==> src/rtl/control_sequencer.sv <==
// rtl/control_sequencer.sv - hardwired Mini-SRC control unit: fetch T0-T2, execute T3-T6
module control_sequencer #(
    parameter bit MEM_WAIT_EN = 1'b1,
    parameter int COUNT_W     = 16
) (
    input  logic               clock,
    input  logic               clear,
    input  logic               run,
    input  logic               mem_ready,
    input  logic [31:0]        IR,
    output logic [15:0]        Rin,
    output logic [15:0]        Rout,
    output logic               PCout,
    output logic               PCin,
    output logic               IncPC,
    output logic               MARin,
    output logic               MDRin,
    output logic               MDRout,
    output logic               Read,
    output logic               IRin,
    output logic               Yin,
    output logic               Zin,
    output logic               Zlowout,
    output logic               Zhighout,
    output logic               LOin,
    output logic               HIin,
    output logic [4:0]         ALU_Control,
    output logic               done,
    output logic               illegal,
    output logic [COUNT_W-1:0] instr_count,
    output logic [3:0]         state
);

    typedef enum logic [3:0] {
        IDLE = 4'd0,
        T0   = 4'd1,
        T1   = 4'd2,
        T2   = 4'd3,
        T3   = 4'd4,
        T4   = 4'd5,
        T5   = 4'd6,
        T6   = 4'd7
    } state_t;

    state_t cur_state;
    state_t nxt_state;

    logic [4:0] opcode;
    logic [3:0] ra;
    logic [3:0] rb;
    logic [3:0] rc;
    logic       is_bin;
    logic       is_md;
    logic       is_un;
    logic       unused_ir;

    // IR is decoded live; the datapath keeps it stable from T2 onward
    assign opcode    = IR[31:27];
    assign ra        = IR[26:23];
    assign rb        = IR[22:19];
    assign rc        = IR[18:15];
    assign unused_ir = ^IR[14:0];

    assign is_bin = (opcode <= 5'd8);
    assign is_md  = (opcode == 5'd15) || (opcode == 5'd16);
    assign is_un  = (opcode == 5'd17) || (opcode == 5'd18);

    assign state = cur_state;

    // state register; clear aborts any instruction in flight
    always_ff @(posedge clock or posedge clear) begin
        if (clear) begin
            cur_state <= IDLE;
        end else begin
            cur_state <= nxt_state;
        end
    end

    // sticky flag raised when T2 sees an opcode outside the supported classes
    always_ff @(posedge clock or posedge clear) begin
        if (clear) begin
            illegal <= 1'b0;
        end else if (cur_state == T2 && !(is_bin || is_md || is_un)) begin
            illegal <= 1'b1;
        end
    end

    // retired-instruction counter, bumped on leaving the done state, wraps naturally
    always_ff @(posedge clock or posedge clear) begin
        if (clear) begin
            instr_count <= '0;
        end else if (done) begin
            instr_count <= instr_count + {{(COUNT_W-1){1'b0}}, 1'b1};
        end
    end

    // next-state sequencing; illegal opcodes skip execution entirely
    always_comb begin
        nxt_state = cur_state;
        case (cur_state)
            IDLE: nxt_state = run ? T0 : IDLE;
            T0:   nxt_state = T1;
            T1:   nxt_state = (mem_ready || !MEM_WAIT_EN) ? T2 : T1;
            T2: begin
                if (is_bin || is_md) begin
                    nxt_state = T3;
                end else if (is_un) begin
                    nxt_state = T4;
                end else begin
                    nxt_state = run ? T0 : IDLE;
                end
            end
            T3:   nxt_state = T4;
            T4:   nxt_state = T5;
            T5:   nxt_state = is_md ? T6 : (run ? T0 : IDLE);
            T6:   nxt_state = run ? T0 : IDLE;
            default: nxt_state = IDLE;
        endcase
    end

    // control decode from present state and IR; everything idles low
    always_comb begin
        Rin         = 16'd0;
        Rout        = 16'd0;
        PCout       = 1'b0;
        PCin        = 1'b0;
        IncPC       = 1'b0;
        MARin       = 1'b0;
        MDRin       = 1'b0;
        MDRout      = 1'b0;
        Read        = 1'b0;
        IRin        = 1'b0;
        Yin         = 1'b0;
        Zin         = 1'b0;
        Zlowout     = 1'b0;
        Zhighout    = 1'b0;
        LOin        = 1'b0;
        HIin        = 1'b0;
        ALU_Control = 5'd0;
        done        = 1'b0;
        case (cur_state)
            T0: begin
                PCout = 1'b1;
                MARin = 1'b1;
                IncPC = 1'b1;
                Zin   = 1'b1;
            end
            T1: begin
                Zlowout = 1'b1;
                PCin    = 1'b1;
                Read    = 1'b1;
                MDRin   = 1'b1;
            end
            T2: begin
                MDRout = 1'b1;
                IRin   = 1'b1;
            end
            T3: begin
                Yin  = 1'b1;
                Rout = is_md ? (16'd1 << ra) : (16'd1 << rb);
            end
            T4: begin
                Zin         = 1'b1;
                ALU_Control = opcode;
                Rout        = is_bin ? (16'd1 << rc) : (16'd1 << rb);
            end
            T5: begin
                Zlowout = 1'b1;
                if (is_md) begin
                    LOin = 1'b1;
                end else begin
                    Rin  = 16'd1 << ra;
                    done = 1'b1;
                end
            end
            T6: begin
                Zhighout = 1'b1;
                HIin     = 1'b1;
                done     = 1'b1;
            end
            default: begin
            end
        endcase
    end

endmodule

==> config.mk <==
export PLATFORM = sky130hd
export DESIGN_NAME = control_sequencer
export DESIGN_NICKNAME = d
export VERILOG_FILES = /design/src/rtl/control_sequencer.sv
export SDC_FILE = /design/constraint.sdc
export NUM_CORES = 1
export LEC_CHECK = 0
export ABC_AREA = 1
export BUFFER_PORTS_ARGS = -buffer_cell sky130_fd_sc_hd__buf_2
export CAP_MARGIN = 10
export CORE_ASPECT_RATIO = 0.6
export CORE_MARGIN = 3
export CORE_UTILIZATION = 44
export DETAILED_ROUTE_END_ITERATION = 8
export GPL_ROUTABILITY_DRIVEN = 1
export PLACE_DENSITY_LB_ADDON = 0.25
export SLEW_MARGIN = 10
export SYNTH_ARGS = -nofsm -noshare
export SYNTH_HDL_FRONTEND = slang
export SYNTH_SLANG_ARGS = --single-unit
export TNS_END_PERCENT = 50
==> constraint.sdc <==
create_clock -name clock -period 1.3 [get_ports clock]
set_input_delay 0.13 -clock clock [delete_from_list [all_inputs] [get_ports clock]]
set_output_delay 0.13 -clock clock [all_outputs]
set_load 0.05 [all_outputs]
==> results.md, run 1 <==
- Status: finished, violations left
- Failing checks: setup timing
- WS Path Type: reg2out
- Worst hold path type: in2reg
- Clock Sinks: 20
- Seq/Total Area, Yosys: 20.6%
- Io pins: 109
- Mapped Nets: 462
- Final period util: 142%
- Finished layout cell area: 4660 um2
- Via count: 3938
- Area share of the largest cell type after synthesis: 24.1%
- Critical path startpoint category: flip-flop
- Pint: 2.57 mW
- Pwr/cell area: 1200 nW/um2
- Layout Nets: 622
- Clock tree buffer depth: 2
- Post-synth EDFFs: 0
- WL/cell: 19.3 um
- Post-Synth Simple-Gate Area: 59.6%
- Core ar.: 5180 um2
- Number of port buffers: 92
- Die X: 102 um
- Ys async rst share: 100%
- CTS buffer count: 3
- Syn Area/Cell: 5.71 um2
- Residual DRC: 0
- Mapped Area: 2430 um2
- RSZ-0062 raised after global routing: true
- XOR/XNOR share of the synthesized area: 1.44%
- # fillers: 237
- ANT nets after route: 0
- Ys Warns: 0
- Post-Route WL: 12600 um
- Vias/cell: 6.06
- Hold slack: 169 ps
- Setup violators final: 72
- Layout cells sized above 1: 49.7%
- Post-layout worst setup margin: -543 ps
- Top-count cell post-synth: nand2_1
- Max Cap Viol: 0
- Drt initial violations: 527
- Vias in the first global route: 3469
- Slew Limit Fails: 0
- Critical Path RT: 1170 ps
- Worst Path Max Fanout: 8
- GRT overflow: 0
- #FFs+latches synth: 20
- Die footprint: 6470 um2
- GRT Total Usage: 32.6%
- Clock share of power: 7.6%
- GP Congestion: 0.942
- Largest family of logic cells by synthesized area: simple AND/OR/NAND/NOR gates
- Synth Flop Type: dfrtp_1
- Area Overhead vs Synth: 91.9%
- CTS tree: yes
- Antenna diodes: 0
- Mux cell area share after synthesis: 0%
- R2R depth: 10
- Iteration count of the initial detailed-routing pass: 6
- First-pass GRT wire length: 16900 um
- Fmax: 543 MHz
- Fin crit period: 1840 ps
- Hold Path Depth: 5
- Setup Skew: 2.82 ps
- Sequential Power Share: 15.6%
- Post-synthesis compound-gate area fraction: 3.45%
- Clock latency on the worst-skew pair: 260 ps
- Clk pin slew, worst setup/hold paths: 70 ps
- Initial antenna violation count: 0
- Commonest cells post-synth: 156 x nand2_1, 55 x nand4_1, 46 x nor2_1
- Leakage power: 2.21 nW
- Hold Vio Cnt, Final: 0
- Initial Utilization: 46.9%
- Comb pwr share: 76.8%
- Net switching power: 3.03 mW
- Maximum VDD drop: 1720 uV
- Critical Path Sink Type: output pin
- Adder-cell share of the synthesized area: 0.515%
- Largest net degree at the start of global routing: 21
- Syn Inst Count: 425
- Top cells by area, synth: nand2_1 24%, dfrtp_1 21%, nand4_1 14%
- Root buffer cell: clkbuf_8
- H-tree levels: 1
- Die Ht: 63.5 um
- Crit path arrival time: 1710 ps
- Synth cell types: 26
- # rows: 20
- DP Area: 3720 um2
- Biggest area consumer among synthesized cells: nand2_1
- Final HPWL DP: 7080 um
- Net Sw Frac: 54.0%
## placed cells by master (no fill, tap or decap), types with 4 or more instances in the layout
| cell type | count |
|---|---|
| nand4_1 | 55 |
| inv_2 | 4 |
| nand3_1 | 24 |
| buf_6 | 31 |
| o21ai_2 | 6 |
| nor2_4 | 28 |
| nand2_4 | 12 |
| buf_12 | 8 |
| inv_4 | 4 |
| inv_1 | 35 |
| buf_2 | 40 |
| dfrtp_1 | 15 |
| nand2_1 | 136 |
| nor2_1 | 17 |
| xor2_1 | 4 |
| buf_4 | 75 |
| nor2_2 | 6 |
| buf_8 | 26 |
| nand3_4 | 10 |
| nand2_2 | 10 |
| nand3_2 | 14 |
## routing by layer
metal	global-route usage (%)	vias to the layer above	wire length, um
li1	-	1704	-
met1	44.9	1786	4730
met2	51.5	354	5570
met3	7.85	94	1590
met4	7.20	0	647
met5	0	-	0
## cell families (layout without fill, tap and decap cells)
kind of cell / after synthesis / in the layout
compound gates: 10 / 10
xor+xnor: 4 / 4
fa+ha+maj: 1 / 1
buf+inv: 73 / 232
flops: 20 / 20
other cells: 1 / 1
simple gates: 316 / 316
## area by class of cell
type	count	area (um2)	share of cell area (%)
Inverter	45	191	4.11
Clock buffer	4	45.0	0.967
Multi-Input combinational cell	332	2100	45.1
Sequential cell	20	514	11.0
Tap cell	66	82.6	1.77
Timing Repair Buffer	183	1730	37.0
## repair_timing
action,CTS,global route
endpoints found under the setup margin,68,74
pin swaps,4,19
hold endpoints to repair,20,0
gates cloned,3,1
hold buffers,1,0
setup buffers,6,7
gates resized for setup,144,64
## final timing paths
kind	start	end	slack [ps]
worst max register to register	state[1]	instr_count[13]	-380
worst min register to register	illegal	illegal	490
worst max-delay path	state[1]	Rout[0]	-540
max in group asynchronous	clear	state[2]	630
min in group asynchronous	clear	instr_count[15]	430
worst min-delay path	mem_ready	state[0]	170
## critical path, cell delays in order, from the launching register on
cell and delay, ps:
dfrtp_4 500, nor2_4 150, inv_4 60, nor2_4 180, buf_12 170, nand3_1 100, nand2_1 110, buf_6 170
## power groups by stage
stage	Sequential, mW	Combinational (mW)	Clock [mW]
after CTS	0.862	3.86	0.424
final	0.873	4.30	0.425
after global placement	0.851	3.23	0
after detailed placement	0.862	3.28	0
after global routing	0.888	4.48	0.445
after floorplan	1.26	2.02	0
## registers in the layout, indices dropped and copies added, names as in the netlist
signal and cells:
state 3, instr_count 16, illegal 1
## metrics by stage
step	total power, mW	worst slack [ps]	TNS [ps]	utilization (%)	cells
detailed placement	4.14	-288	-9600	71.8	631
global placement	4.09	-250	-8230	71.8	631
floorplan	3.28	-433	-20020	-	425
CTS	5.14	-450	-19460	84.7	645
global route	5.81	-566	-29350	89.9	650
finish	5.60	-543	-26750	89.9	650
Note: power is estimated with default switching activity, not from simulation.
==> run 2, diff against run 1 <==
--- a/config.mk
+++ b/config.mk
@@ -9,7 +9,7 @@
 export BUFFER_PORTS_ARGS = -buffer_cell sky130_fd_sc_hd__buf_2
 export CAP_MARGIN = 10
 export CORE_ASPECT_RATIO = 0.6
-export CORE_MARGIN = 3
+export CORE_MARGIN = 2
 export CORE_UTILIZATION = 44
 export DETAILED_ROUTE_END_ITERATION = 8
 export GPL_ROUTABILITY_DRIVEN = 1
==> results.md, run 2 (same netlist as run 1, synthesis figures left out) <==
- Status: finished, violations left
- Failing checks: setup timing
- Antenna diodes: 0
- Hold Path Depth: 5
- Area Overhead vs Synth: 82.2%
- Most frequent cells in the layout: 138 x nand2_1, 81 x buf_4, 55 x nand4_1
- Beginning of the critical path: state[0]
- Number of port buffers: 92
- Crit path arrival time: 1720 ps
- Post-Route WL: 11100 um
- GRT Total Usage: 34.6%
- Vias in the first global route: 3399
- Fmax: 541 MHz
- Clock share of power: 8.1%
- # rows: 20
- Layout Nets: 616
- Die Ht: 61.5 um
- Via count: 3749
- Finished layout cell area: 4420 um2
- Iteration count of the initial detailed-routing pass: 5
- Max Cap Viol: 0
- Hold Vio Cnt, Final: 0
- R2R depth: 9
- Total Power: 5.23 mW
- Critical Path Sink Type: output pin
- Worst hold path type: in2reg
- Die footprint: 6150 um2
- Setup slack, reg-to-reg: -140 ps
- Pint: 2.34 mW
- Net Sw Frac: 55.2%
- Vias/cell: 5.82
- Critical Path RT: 1170 ps
- Maximum VDD drop: 1810 uV
- First-pass GRT wire length: 16500 um
- Net switching power: 2.89 mW
- Sequential Power Share: 16.9%
- RSZ-0062 raised after global routing: true
- Setup TNS: -20040 ps
- Leakage power: 2.12 nW
- CTS buffer count: 3
- Max reg flops: 16
- Critical path startpoint category: flip-flop
- Setup violators final: 69
- CTS tree: yes
- Final period util: 142%
- Final HPWL DP: 7510 um
- Die X: 99.9 um
- Comb pwr share: 74.9%
- Fin crit period: 1850 ps
- DP Area: 3730 um2
- End point of the critical path: Rout[10]
- Residual DRC: 0
- Initial Utilization: 46.9%
- Largest Register: instr_count
- Dpl ws: -298 ps
- Layout cells sized above 1: 48.4%
- GRT overflow: 0
- ANT nets after route: 0
- Clock latency on the worst-skew pair: 260 ps
- GP Congestion: 0.977
- Post-layout worst setup margin: -550 ps
- Initial antenna violation count: 0
- Root buffer cell: clkbuf_8
- Clock tree buffer depth: 2
- H-tree levels: 1
- WL/cell: 17.3 um
- Clock Sinks: 20
- Worst Path Max Fanout: 17
- Most common cell after layout, fill and taps aside: nand2_1
- Drt initial violations: 491
- Clk pin slew, worst setup/hold paths: 70 ps
- Setup Skew: 4.17 ps
- Io pins: 109
- Slew Limit Fails: 0
- Worst R2R End: state[2]
- Pwr/cell area: 1180 nW/um2
- FF-to-FF Start: state[2]
- Largest net degree at the start of global routing: 21
- WS Path Type: reg2out
- Core ar.: 5180 um2
- # fillers: 304
-- run 2: changes by cell type in the layout (fill, tap and decap cells not counted), moves of 2 or more --
cell | before | now
nand3_1 | 24 | 28
inv_2 | 4 | 7
nand3_4 | 10 | 6
buf_12 | 8 | 6
nand2_1 | 136 | 138
buf_8 | 26 | 16
buf_4 | 75 | 81
-- run 2: per-stage QoR --
stage	util (%)	cells	hold WS (ps)
after floorplan	-	425	93.8
after global placement	72.1	633	171
after detailed placement	72.1	633	178
after CTS	84.1	644	149
after global routing	85.4	644	191
final	85.4	644	149
-- run 2: power by group through the flow --
stage,sequential (mW),combinational (mW),clock [mW]
floorplan,1.26,2.02,0
global placement,0.846,3.24,0
detailed placement,0.859,3.30,0
CTS,0.864,3.78,0.428
global route,0.898,4.09,0.461
finish,0.886,3.92,0.424
-- run 2: critical path, cell delays in order (launching register included) --
cell and delay, ps:
dfrtp_4 510, buf_4 150, nor2_2 170, buf_12 180, nand3_1 170, nand2_4 130, buf_8 150
-- run 2: worst min path at each step --
stage / slack, ps / end / from
2_1_floorplan: 90 / illegal / clear
3_3_place_gp: 170 / instr_count[7] / clear
3_5_place_dp: 180 / illegal / clear
4_1_cts: 150 / state[0] / mem_ready
5_1_grt: 190 / state[0] / mem_ready
6_report: 150 / state[0] / mem_ready
-- run 2: final cells by class --
type	instances	area (um2)	share of cell area, %
Inverter	45	181	4.10
Timing Repair Buffer	177	1570	35.4
Multi-Input combinational cell	332	2030	45.9
Clock buffer	4	45.0	1.02
Tap cell	66	82.6	1.87
Sequential cell	20	515	11.7
-- run 2: timing repair --
item / in CTS / in global routing
setup endpoints to repair: 67 / 73
buffers inserted: 5 / 1
hold buffers: 1 / 0
cloned: 1 / 1
resized for setup: 149 / 19
hold endpoints to repair: 20 / 0
pin swaps: 18 / 1
-- run 2: metal layers --
metal | part of all wire [%] | GRT usage, % | vias to the layer above
met5 | 0 | 0 | -
met4 | 3.1 | 9.20 | 0
met3 | 12 | 10.6 | 69
met2 | 45 | 57.2 | 291
met1 | 40 | 45.0 | 1696
li1 | - | - | 1693
